**src/rtl/debug_unit_pkg.sv**
```systemverilog
// Shared constants and state encoding for the UART debug dump controller.
// Command bytes are ASCII; the FSM state is one-hot.
package debug_unit_pkg;

    localparam logic [7:0] CMD_PING   = 8'h61; // 'a'
    localparam logic [7:0] CMD_SNAP   = 8'h73; // 's'
    localparam logic [7:0] CMD_RESEND = 8'h72; // 'r'
    localparam logic [7:0] CMD_HALT   = 8'h68; // 'h'
    localparam logic [7:0] CMD_CONT   = 8'h63; // 'c'
    localparam logic [7:0] CMD_STEP   = 8'h6E; // 'n'
    localparam logic [7:0] BYTE_ACK   = 8'h70; // 'p'
    localparam logic [7:0] BYTE_NAK   = 8'h3F; // '?'

    typedef enum logic [3:0] {
        ST_IDLE      = 4'b0001,
        ST_DECODE    = 4'b0010,
        ST_SEND      = 4'b0100,
        ST_WAIT_DONE = 4'b1000
    } state_t;

    function automatic int num_bytes(input int dbg_w, input int data_w);
        return (dbg_w + data_w - 1) / data_w;
    endfunction

endpackage

```
**src/rtl/debug_byte_serializer.sv**
```systemverilog
// Snapshot register plus byte counter: presents the frozen debug bus one byte at a
// time, LSB byte first, with the top byte zero-padded above DBG_W-1.
module debug_byte_serializer
    import debug_unit_pkg::*;
#(
    parameter int DATA_W = 8,
    parameter int DBG_W  = 322
) (
    input  logic              clk,
    input  logic              rst_n,
    input  logic [DBG_W-1:0]  debug_signal,
    input  logic              load,
    input  logic              rewind,
    input  logic              next,
    output logic [DATA_W-1:0] byte_out,
    output logic              last
);

    localparam int NBYTES = num_bytes(DBG_W, DATA_W);
    localparam int CNT_W  = (NBYTES > 1) ? $clog2(NBYTES) : 1;

    logic [DBG_W-1:0]         snapshot;
    logic [CNT_W-1:0]         cnt;
    logic [NBYTES*DATA_W-1:0] padded;

    // NOTE: sequential state uses non-blocking assignments so every register samples pre-edge values.
    always_ff @(posedge clk or negedge rst_n) begin
        if (!rst_n) begin
            snapshot <= '0;
            cnt      <= '0;
        end else begin
            if (load) snapshot <= debug_signal;
            if (load || rewind) cnt <= '0;
            else if (next && !last) cnt <= cnt + CNT_W'(1);
        end
    end

    // NOTE: default the whole vector first so the partial overwrite cannot infer a latch.
    always_comb begin
        padded              = '0;
        padded[DBG_W-1:0]   = snapshot;
    end

    assign last     = (cnt == CNT_W'(NBYTES - 1));
    assign byte_out = padded[cnt*DATA_W +: DATA_W];

endmodule

```
**src/rtl/debug_dump_unit.sv**
```systemverilog
// UART-side debug controller: decodes single-byte commands, gates the CPU clock
// enable (run/halt/step) and streams a debug-bus snapshot back over UART TX.
module debug_dump_unit
    import debug_unit_pkg::*;
#(
    parameter int   DATA_W       = 8,
    parameter int   DBG_W        = 322,
    parameter logic RUN_AT_RESET = 1'b0
) (
    input  logic              clk,
    input  logic              rst_n,
    input  logic [DATA_W-1:0] rx_data,
    input  logic              rx_done,
    input  logic              tx_done,
    input  logic [DBG_W-1:0]  debug_signal,
    output logic [DATA_W-1:0] tx_data,
    output logic              tx_start,
    output logic              cpu_run,
    output logic              cpu_step,
    output logic              busy,
    output logic              cmd_dropped
);

    localparam logic [DATA_W-1:0] C_PING   = DATA_W'(CMD_PING);
    localparam logic [DATA_W-1:0] C_SNAP   = DATA_W'(CMD_SNAP);
    localparam logic [DATA_W-1:0] C_RESEND = DATA_W'(CMD_RESEND);
    localparam logic [DATA_W-1:0] C_HALT   = DATA_W'(CMD_HALT);
    localparam logic [DATA_W-1:0] C_CONT   = DATA_W'(CMD_CONT);
    localparam logic [DATA_W-1:0] C_STEP   = DATA_W'(CMD_STEP);
    localparam logic [DATA_W-1:0] C_ACK    = DATA_W'(BYTE_ACK);
    localparam logic [DATA_W-1:0] C_NAK    = DATA_W'(BYTE_NAK);

    state_t            state, state_nxt;
    logic [DATA_W-1:0] cmd, resp_byte, ser_byte;
    logic              dumping;
    logic              ser_load, ser_rewind, ser_next, ser_last;

    debug_byte_serializer #(.DATA_W(DATA_W), .DBG_W(DBG_W)) u_ser (
        .clk          (clk),
        .rst_n        (rst_n),
        .debug_signal (debug_signal),
        .load         (ser_load),
        .rewind       (ser_rewind),
        .next         (ser_next),
        .byte_out     (ser_byte),
        .last         (ser_last)
    );

    always_comb begin
        state_nxt  = state;
        ser_load   = 1'b0;
        ser_rewind = 1'b0;
        ser_next   = 1'b0;
        case (state)
            ST_IDLE:   if (rx_done) state_nxt = ST_DECODE;
            ST_DECODE: begin
                state_nxt  = ST_SEND;
                ser_load   = (cmd == C_SNAP);
                ser_rewind = (cmd == C_RESEND);
            end
            ST_SEND:   state_nxt = ST_WAIT_DONE;
            ST_WAIT_DONE: begin
                if (tx_done) begin
                    if (dumping && !ser_last) begin
                        ser_next  = 1'b1;
                        state_nxt = ST_SEND;
                    end else begin
                        state_nxt = ST_IDLE;
                    end
                end
            end
            default:   state_nxt = ST_IDLE;
        endcase
    end

    always_ff @(posedge clk or negedge rst_n) begin
        if (!rst_n) begin
            state       <= ST_IDLE;
            cmd         <= '0;
            resp_byte   <= '0;
            dumping     <= 1'b0;
            cpu_run     <= RUN_AT_RESET;
            cpu_step    <= 1'b0;
            cmd_dropped <= 1'b0;
        end else begin
            state    <= state_nxt;
            cpu_step <= 1'b0;
            if (rx_done) begin
                if (state == ST_IDLE) cmd <= rx_data;
                else                  cmd_dropped <= 1'b1;
            end
            if (state == ST_DECODE) begin
                resp_byte <= C_ACK;
                dumping   <= 1'b0;
                case (cmd)
                    C_PING:           ;
                    C_SNAP, C_RESEND: dumping <= 1'b1;
                    C_HALT:           cpu_run <= 1'b0;
                    C_CONT:           cpu_run <= 1'b1;
                    C_STEP: begin
                        if (!cpu_run) cpu_step  <= 1'b1;
                        else          resp_byte <= C_NAK;
                    end
                    default:          resp_byte <= C_NAK;
                endcase
            end
            if (state == ST_WAIT_DONE && state_nxt == ST_IDLE) dumping <= 1'b0;
        end
    end

    // During a dump the byte comes straight from the frozen snapshot, so it is stable until tx_done.
    assign tx_data  = dumping ? ser_byte : resp_byte;
    assign tx_start = (state == ST_SEND);
    assign busy     = (state != ST_IDLE);

endmodule

```
**config.mk**
```make
export PLATFORM = sky130hd
export DESIGN_NAME = debug_dump_unit
export DESIGN_NICKNAME = d
export VERILOG_FILES = /design/src/rtl/debug_unit_pkg.sv /design/src/rtl/debug_byte_serializer.sv /design/src/rtl/debug_dump_unit.sv
export SDC_FILE = /design/constraint.sdc
export NUM_CORES = 1
export LEC_CHECK = 0
export CORE_ASPECT_RATIO = 0.7
export CORE_MARGIN = 4
export CORE_UTILIZATION = 35
export CTS_BUF_LIST = sky130_fd_sc_hd__clkbuf_4 sky130_fd_sc_hd__clkbuf_8 sky130_fd_sc_hd__clkbuf_16
export CTS_CLUSTER_DIAMETER = 60
export DETAILED_ROUTE_END_ITERATION = 12
export PLACE_DENSITY_LB_ADDON = 0.3
export SYNTH_ARGS = -nofsm -noshare
export SYNTH_HDL_FRONTEND = slang
export SYNTH_SLANG_ARGS = --single-unit
```
**constraint.sdc**
```tcl
create_clock -name clk -period 4.8 [get_ports clk]
set_clock_uncertainty 0.2 [all_clocks]
set_input_delay 1.44 -clock clk [delete_from_list [all_inputs] [get_ports clk]]
set_output_delay 1.44 -clock clk [all_outputs]
set_load 0.05 [all_outputs]
```
* Yosys cells after proc, flatten, opt, wreduce, memory -nomap -nowiden
Cells that the tools add are included.
Widths: inputs -> output; s select.
** Word-level totals
- Flip-flop bits (word level) :: 352
- Bits of input ports :: 334
- Output and inout port bits :: 13
- Logic and storage cells :: 59
** Operators by class
- $add $sub $neg :: 1
- Equal/unequal tests :: 13
- Shifts and indexed selects :: 1
- Mux-type cells :: 21
- Bitwise logic cells :: 1
- Reduce and logical (&&, ||, !) cells :: 13
** Operators by type and width (number)
- $shiftx 328x10->8 :: 1
- $eq 8x7->1 const B :: 6
- $pmux 4 s4 :: 1
- $pmux 7 s2 :: 1
- $mux 6 :: 2
- $mux 1 :: 11
- $eq 4x1->1 const B :: 2
- $mux 4 :: 2
- $mux 8 :: 1
- $mux 7 :: 1
- $add 6x1->6 const B :: 1
- $eq 6x6->1 const B :: 1
- $reduce_and 2->1 :: 3
- $reduce_bool 2->1 :: 3
- $reduce_or 5->1 :: 1
- $eq 4x2->1 const B :: 1
- $eq 4x3->1 const B :: 1
- $eq 4x4->1 const B :: 1
- $ne 4x1->1 const B :: 1
- $logic_and 1x1->1 :: 3
- $mux 3 :: 1
- $pmux 1 s2 :: 1
- $reduce_or 2->1 :: 1
- $logic_not 1->1 :: 1
- other kinds (2) :: 2

* Depth between registers and ports, before layout
Gate-level depths: netlist of the first run.
- Word-level depth :: 9
- Depth in mapped cells :: 10
- Gate-level depth less buffers :: 6

* Modules after synthesis
Synthesis of the first run repeated with hierarchy kept, for this count alone.
** Unflattened totals
- Cells, all modules :: 1002
- Area total of the unflattened synthesis :: 15847.7 µm²
** Modules (own cells, without submodules)
- debug_byte_serializer :: times used 1, cells each 908, area each 14878.0 µm², seq. area each 8207.9 µm²
- debug_dump_unit :: times used 1, cells each 94, area each 969.7 µm², seq. area each 476.7 µm²

* Worst setup path before layout of the first run
OpenSTA, ideal clock, no wires.
- Kind :: register to output
- Start :: register u_ser.cnt[0]
- End :: output tx_data[1]
- Arrival :: 3.181 ns
- Required time :: 3.160 ns
- Path slack :: -0.021 ns
- Cell stages (with the launch flop) :: 9
- Buffers on the path :: 4
- Cells stage by stage :: dfrtp_1 buf_2 buf_4 buf_4 buf_2 mux2i_1 o221ai_1 a211oi_1 o41ai_1
** Between the ends
- Cells in the longest elaborated chain, start to end :: 2
** Ends and longest elaborated chain
- start: declaration :: line debug_byte_serializer.sv:23 : logic [CNT_W-1:0] cnt;
- start signal: assignment :: line debug_byte_serializer.sv:34 : else if (next && !last) cnt <= cnt + CNT_W'(1);
- $shiftx 328x10->8 :: line debug_byte_serializer.sv:45 : assign byte_out = padded[cnt*DATA_W +: DATA_W];
- $mux 8 :: line debug_dump_unit.sv:112 : assign tx_data = dumping ? ser_byte : resp_byte;
- end: declaration :: line debug_dump_unit.sv:16 : output logic [DATA_W-1:0] tx_data,
Every way passes these cells.

* Worst setup path after layout of the first run
- Start :: register u_ser.cnt[1]
- End :: output tx_data[0]
Same word-level chain as after synthesis.

==> out/qor.txt, run 1 <==
Status - completed
Worst-path clk slew - 0.06 ns
Core Box Area - 0.0483 mm2
Share of cells above drive strength 1 - 0.384
Via count - 10171
Yosys warns - 0
Htree depth - 2
Max Clock Freq - 213 MHz
Fraction of registers with async set/reset - 1.00
M2 GR Usage - 0.274
Cts repair resizes - 0
Root buffer cell - clkbuf_16
Met1 usage - 0.259
Final setup fails - 0
IO Port Bufs - 346
Die width - 273 um
Gpl congestion - 0.789
Number of synthesized flops with an enable pin - 0
CTS tree - built
Least-Margin Pin Slew - 0.925 ns
TritonCTS Buffers - 41
Final Hold Vio Count - 0
Initial antenna violation count - 15
P_leak - 10.2 nW
Synth Flop Type - dfrtp_1
Post-synthesis cell count - 1025
Fraction of the mapped netlist area in adder cells - 0.00145
Clock Tree Buf Depth - 3
Row count - 67
Multiplexer share of the synthesized area - 0.387
Clock insertion delay at the later pin of the skew report - 0.53 ns
Startpoint types - flip-flop
Endpoint type of the worst setup path - output pin
Post-Syn Nets - 1361
Min cycle time layout - 4.69 ns
CP max stage delay - 0.55 ns
Crit path max fanout - 41
Vias in the first global route - 11456
Synth Area in Simple Gates - 0.0284
Layout Nets - 1719
Ports - 347
Synth Area in Compound Gates - 0.0293
Starting Density - 0.357
Vias/cell - 4.92
CP arrival - 3.05 ns
Type of the worst min-delay path - reg2reg
Grt ovf - 0
Seq cells post-synth - 347
Mean Syn Cell Area - 16.8 um2
Worst path slowest cell - dfrtp_4
Pwr/cell area - 356 mW/mm2
DR DRC count - 0
Crit path cell chain - buf_4, mux4_2, mux2i_1, o21ai_0, o21ai_0, nand3_1, buf_4
Max-Cap Viols - 0
HPWL after DPL - 36200 um
Hold Slack - 0.259 ns
Worst rel slew slack - 0.384
Layout area overhead - 31.4%
Synthesized cell area - 0.0172 mm2
CTS sink cnt - 347
Synth unique cells - 59
Seq/Total Area, Yosys - 0.504
Final Cell Area - 0.0226 mm2
Die area - 0.0529 mm2
Setup CP Type - reg2out
Grt peak-use layer - met2
Max VDD drop - 195 uV
Global-route wire length before repair - 73300 um
DP Area - 0.0212 mm2
Slew Limit Fails - 0
RSZ-0062 raised after global routing - false
TritonRoute pass-1 iters - 5
GRT met3 Usage - 0.0616
Post-Route Setup TNS - 0 ns
Hold_buf cts - 0
Main combinational cell family by area after synthesis - multiplexers
Period Utilization, post-route - 0.978
Total Routing Usage GR - 0.182
Largest net degree at the start of global routing - 88
XOR/XNOR share of the synthesized area - 0.00254
Per-cell routed wire length - 23.7 um
Req. time, crit path - 3.16 ns
Initial DRC Count - 630
Die Y - 194 um
ANT nets after route - 0
DRT Wirelength - 49000 um
-- registers in the layout, indices dropped and copies added, names as in the netlist, 3 cells and up --
register,flops
state,4
resp_byte,3
cmd,8
u_ser.cnt,6
u_ser.snapshot,322
-- report_power, final --
part / switching (mW) / leakage [nW] / internal, mW
sequential: 0.159 / 4.05 / 3.13
combinational: 0.651 / 5.43 / 0.806
clock: 1.26 / 0.725 / 2.05
-- per-layer routing --
metal	vias to the layer above	share of wire	wire, um
li1	4540	-	-
met1	5228	0.46	22800
met2	298	0.44	21500
met3	81	0.077	3780
met4	24	0.017	811
met5	-	0.0031	153
-- repair_timing --
item / 4_1_cts / 5_1_grt
hold endpoints to repair: 0 / 0
setup endpoints to repair: 1 / 0
setup buffers: 1 / 0
-- final cells by class --
| class | count | area [um2] |
|---|---|---|
| Clock buffer | 55 | 1170 |
| Fill cell | 4245 | 25600 |
| Antenna cell | 1 | 2.50 |
| Clock inverter | 18 | 265 |
| Multi-Input combinational cell | 602 | 7750 |
| Tap cell | 655 | 820 |
| Sequential cell | 347 | 8690 |
| Inverter | 8 | 30.0 |
| Timing Repair Buffer | 383 | 3910 |
-- worst max-delay path: cells and delay by family (launching register included) --
kind / cells / cell delay [ns]
AOI/OAI and AO/OA: 2 / 0.26
buffers and inverters: 2 / 0.81
DFF: 1 / 0.55
and+or+nand+nor: 1 / 0.28
muxes: 2 / 0.59
-- cell usage in the layout (no fill, tap or decap), types with 10 or more instances in the layout --
cell	instances
buf_12	14
a21oi_1	16
nor2_1	18
clkdlybuf4s50_1	337
clkbuf_16	41
o21ai_0	13
buf_4	30
a22oi_1	10
mux2_2	54
mux2_4	280
mux2i_1	33
nand2_1	22
mux4_2	68
dfrtp_1	343
-- final timing paths --
kind | start | end | slack, ns | cells past startpoint
worst max-delay path | u_ser.cnt[1]$_DFFE_PN0P_ | tx_data[0] | 0.11 | 7
worst min-delay path | cmd_dropped$_DFFE_PN0P_ | cmd_dropped$_DFFE_PN0P_ | 0.26 | 1
worst max register to register | state[3]$_DFF_PN0_ | u_ser.snapshot[154]$_DFFE_PN0P_ | 1.49 | 6
worst min register to register | cmd_dropped$_DFFE_PN0P_ | cmd_dropped$_DFFE_PN0P_ | 0.26 | 1
max in group asynchronous | rst_n | u_ser.snapshot[159]$_DFFE_PN0P_ | 2.55 | 3
min in group asynchronous | rst_n | u_ser.snapshot[83]$_DFFE_PN0P_ | 0.71 | 1
-- metrics by stage --
stage               worst slack, ns  total power, mW   util  std cells
global placement              0.572             4.79  0.439       1994
CTS                          0.0879             8.17  0.469       2068
global route                 0.0163             8.39  0.469       2069
detailed placement            0.576             4.81  0.439       1994
finish                        0.107             8.06  0.469       2069
floorplan                     0.416             4.03      -       1025
-- cells in the mapped netlist, drive strengths merged, types with 2 or more instances --
cell    number  area, um2
dfrtp      346       8660
mux2       334       4810
mux4        68       1530
buf         52        724
mux2i       33        330
nand2       23        103
nor2        19       73.8
a21oi       16       80.1
clkbuf      16       60.1
o21ai       13       65.1
a22oi       10       75.1
o221ai       9       78.8
inv          7       26.3
nand3        7       35.0
nand3b       6       45.0
a31o         5       43.8
nand4        5       31.3
nor2b        4       25.0
or2          4       25.0
a31oi        3       18.8
and3         3       18.8
o22ai        3       18.8
xor2         3       26.3
a21o         2       15.0
and2         2       15.0
ha           2       25.0
nand2b       2       12.5
nor3         2       10.0
o21a         2       15.0
or3          2       12.5
xnor2        2       17.5
-- logic make-up after synthesis --
kind of cell	after synthesis
muxes	435
DFF	347
and+or+nand+nor	88
buffers and inverters	76
AOI/OAI and AO/OA	72
xor gates and xnor gates	5
adders and majority gates	2
(Power assumes the default switching activity.)
==> run 2: changes to the inputs <==
- CAP_MARGIN: not set -> 20
- CELL_PAD_IN_SITES_DETAIL_PLACEMENT: not set -> 2
- CELL_PAD_IN_SITES_GLOBAL_PLACEMENT: not set -> 2
- CORE_MARGIN: 4 -> not set
==> run 2 against run 1 <==
Hold slack improved by 0.020 ns. Power decreased by 3.2%. Setup slack improved by 0.020 ns. Sequential power about the same. Flip-flop and latch count stayed put. Cell count about the same. First-iteration DRC count shrank 28%. Register-to-register slack improved by 0.10 ns. Critical path type unchanged. Final area is 0.35% lower. Utilization down 0.082 points. Clock power down 8.5%.
==> out/qor.txt, run 2 (same netlist as run 1, synthesis figures left out) <==
Initial DRC Count - 451
Post-Route Setup TNS - 0 ns
Largest net degree at the start of global routing - 95
Share of cells above drive strength 1 - 0.382
Min cycle time layout - 4.67 ns
CTS tree - built
Global-route wire length before repair - 80700 um
Top delay family on crit path - compound AO/OA/AOI/OAI gates
Max Clock Freq - 214 MHz
Vias/cell - 4.99
Crit path cell chain - buf_4, mux4_2, a22o_1, a211oi_1, o41ai_2, buf_12
Die Y - 188 um
Worst-path clk slew - 0.06 ns
P_leak - 10.2 nW
CP max stage delay - 0.61 ns
Ports - 347
Most common cell after layout, fill and taps aside - dfrtp_1
Vias in the first global route - 12221
Cts repair resizes - 0
Max-Cap Viols - 0
Commonest cells after routing, fill and taps aside - dfrtp_1, clkdlybuf4s50_1, mux2_4
TritonRoute pass-1 iters - 4
DR DRC count - 0
Worst path bufs/invs - 2
Final core occ - 0.468
HPWL after DPL - 38900 um
Largest register FFs - 322
DRT Wirelength - 53600 um
Largest regs - u_ser.snapshot (322), cmd (8), u_ser.cnt (6)
CTS sink cnt - 347
Max VDD drop - 222 uV
Pwr/cell area - 346 mW/mm2
Grt ovf - 0
Worst path slowest cell - dfrtp_4
Row count - 67
Via count - 10339
Final Hold Vio Count - 0
Die width - 267 um
Startpoint types - flip-flop
Endpoint type of the worst setup path - output pin
CP arrival - 3.03 ns
Initial antenna violation count - 6
Clock insertion delay at the later pin of the skew report - 0.54 ns
Htree depth - 2
Net Switching - 2.07 mW
Starting Density - 0.358
Gpl congestion - 0.777
Biggest register - u_ser.snapshot
Slew Limit Fails - 0
Crit path max fanout - 18
Least-Margin Pin Slew - 0.776 ns
Part of the power in combinational logic - 0.188
ANT nets after route - 0
# fillers - 4463
Status - completed
Period Utilization, post-route - 0.973
Type of the worst min-delay path - reg2reg
Total Routing Usage GR - 0.216
Root buffer cell - clkbuf_16
IO Port Bufs - 346
Die area - 0.0502 mm2
Non-filler cells, final - 2071
Post-Place Cells - 1993
Req. time, crit path - 3.16 ns
Worst rel slew slack - 0.483
TritonCTS Buffers - 39
Clock network fraction of total power - 0.389
Layout Nets - 1720
Layout area overhead - 30.9%
Sequential fraction of design power - 0.424
RSZ-0062 raised after global routing - false
Final setup fails - 0
Setup CP Type - reg2out
Per-cell routed wire length - 25.9 um
Cell-internal power - 5.73 mW
Core Box Area - 0.0482 mm2
Net Sw Frac - 0.266
Clock Tree Buf Depth - 3
[run 2: final timing paths]
check	from	end	slack, ns	cells past startpoint
worst max-delay path	u_ser.cnt[1]$_DFFE_PN0P_	tx_data[1]	0.13	6
worst min-delay path	resp_byte[5]$_DFFE_PN0P_	resp_byte[5]$_DFFE_PN0P_	0.28	1
worst max register to register	state[3]$_DFF_PN0_	u_ser.snapshot[172]$_DFFE_PN0P_	1.59	6
worst min register to register	resp_byte[5]$_DFFE_PN0P_	resp_byte[5]$_DFFE_PN0P_	0.28	1
max in group asynchronous	rst_n	u_ser.snapshot[179]$_DFFE_PN0P_	2.75	2
min in group asynchronous	rst_n	u_ser.snapshot[88]$_DFFE_PN0P_	0.72	1
[run 2: final cells by class]
type,count,area [um2],area share
sequential,347,8690,0.385
multi-input combinational,602,7740,0.343
timing repair buffer,386,3980,0.176
clock buffer,61,1210,0.0538
tap,655,820,0.0363
clock inverter,8,70.1,0.00311
inverter,8,30.0,0.00133
antenna,4,10.0,0.000444
[run 2: routing by layer]
| layer | GRT usage | share of wire | vias up | wire length, um |
|---|---|---|---|---|
| met5 | 0 | 0.00043 | - | 23 |
| met4 | 0.0435 | 0.017 | 4 | 900 |
| met3 | 0.0369 | 0.040 | 59 | 2130 |
| met2 | 0.364 | 0.49 | 225 | 26300 |
| met1 | 0.293 | 0.45 | 5518 | 24200 |
| li1 | - | - | 4533 | - |
[run 2: worst register-to-register path, stage by stage, from the launching register on]
cell and delay [ns]:
dfrtp_1 0.47, or4b_4 0.60, nor2_2 0.15, and2_4 0.26, nand2_8 0.38, buf_12 0.47
mux2_4 0.58
[run 2: metrics by stage]
| step | power (mW) | setup WS (ns) | instance area [um2] | hold WS, ns |
|---|---|---|---|---|
| 6_report | 7.80 | 0.128 | 22600 | 0.279 |
| 5_1_grt | 8.11 | 0.0505 | 22600 | 0.302 |
| 4_1_cts | 7.91 | 0.122 | 22600 | 0.284 |
| 3_3_place_gp | 4.77 | 0.398 | 21200 | 0.241 |
| 3_5_place_dp | 4.83 | 0.352 | 21200 | 0.260 |
| 2_1_floorplan | 4.03 | 0.416 | 17200 | 0.235 |
[run 2: power groups by stage]
stage | clock (mW) | combinational (mW) | sequential, mW
finish | 3.03 | 1.46 | 3.30
global route | 3.22 | 1.56 | 3.33
CTS | 3.11 | 1.49 | 3.30
detailed placement | 0 | 1.48 | 3.35
global placement | 0 | 1.43 | 3.34
floorplan | 0 | 0.762 | 3.27
[run 2: timing repair]
action | CTS | global route
hold buffers | 0 | 0
buffers inserted | 5 | 0
setup endpoints to repair | 7 | 0
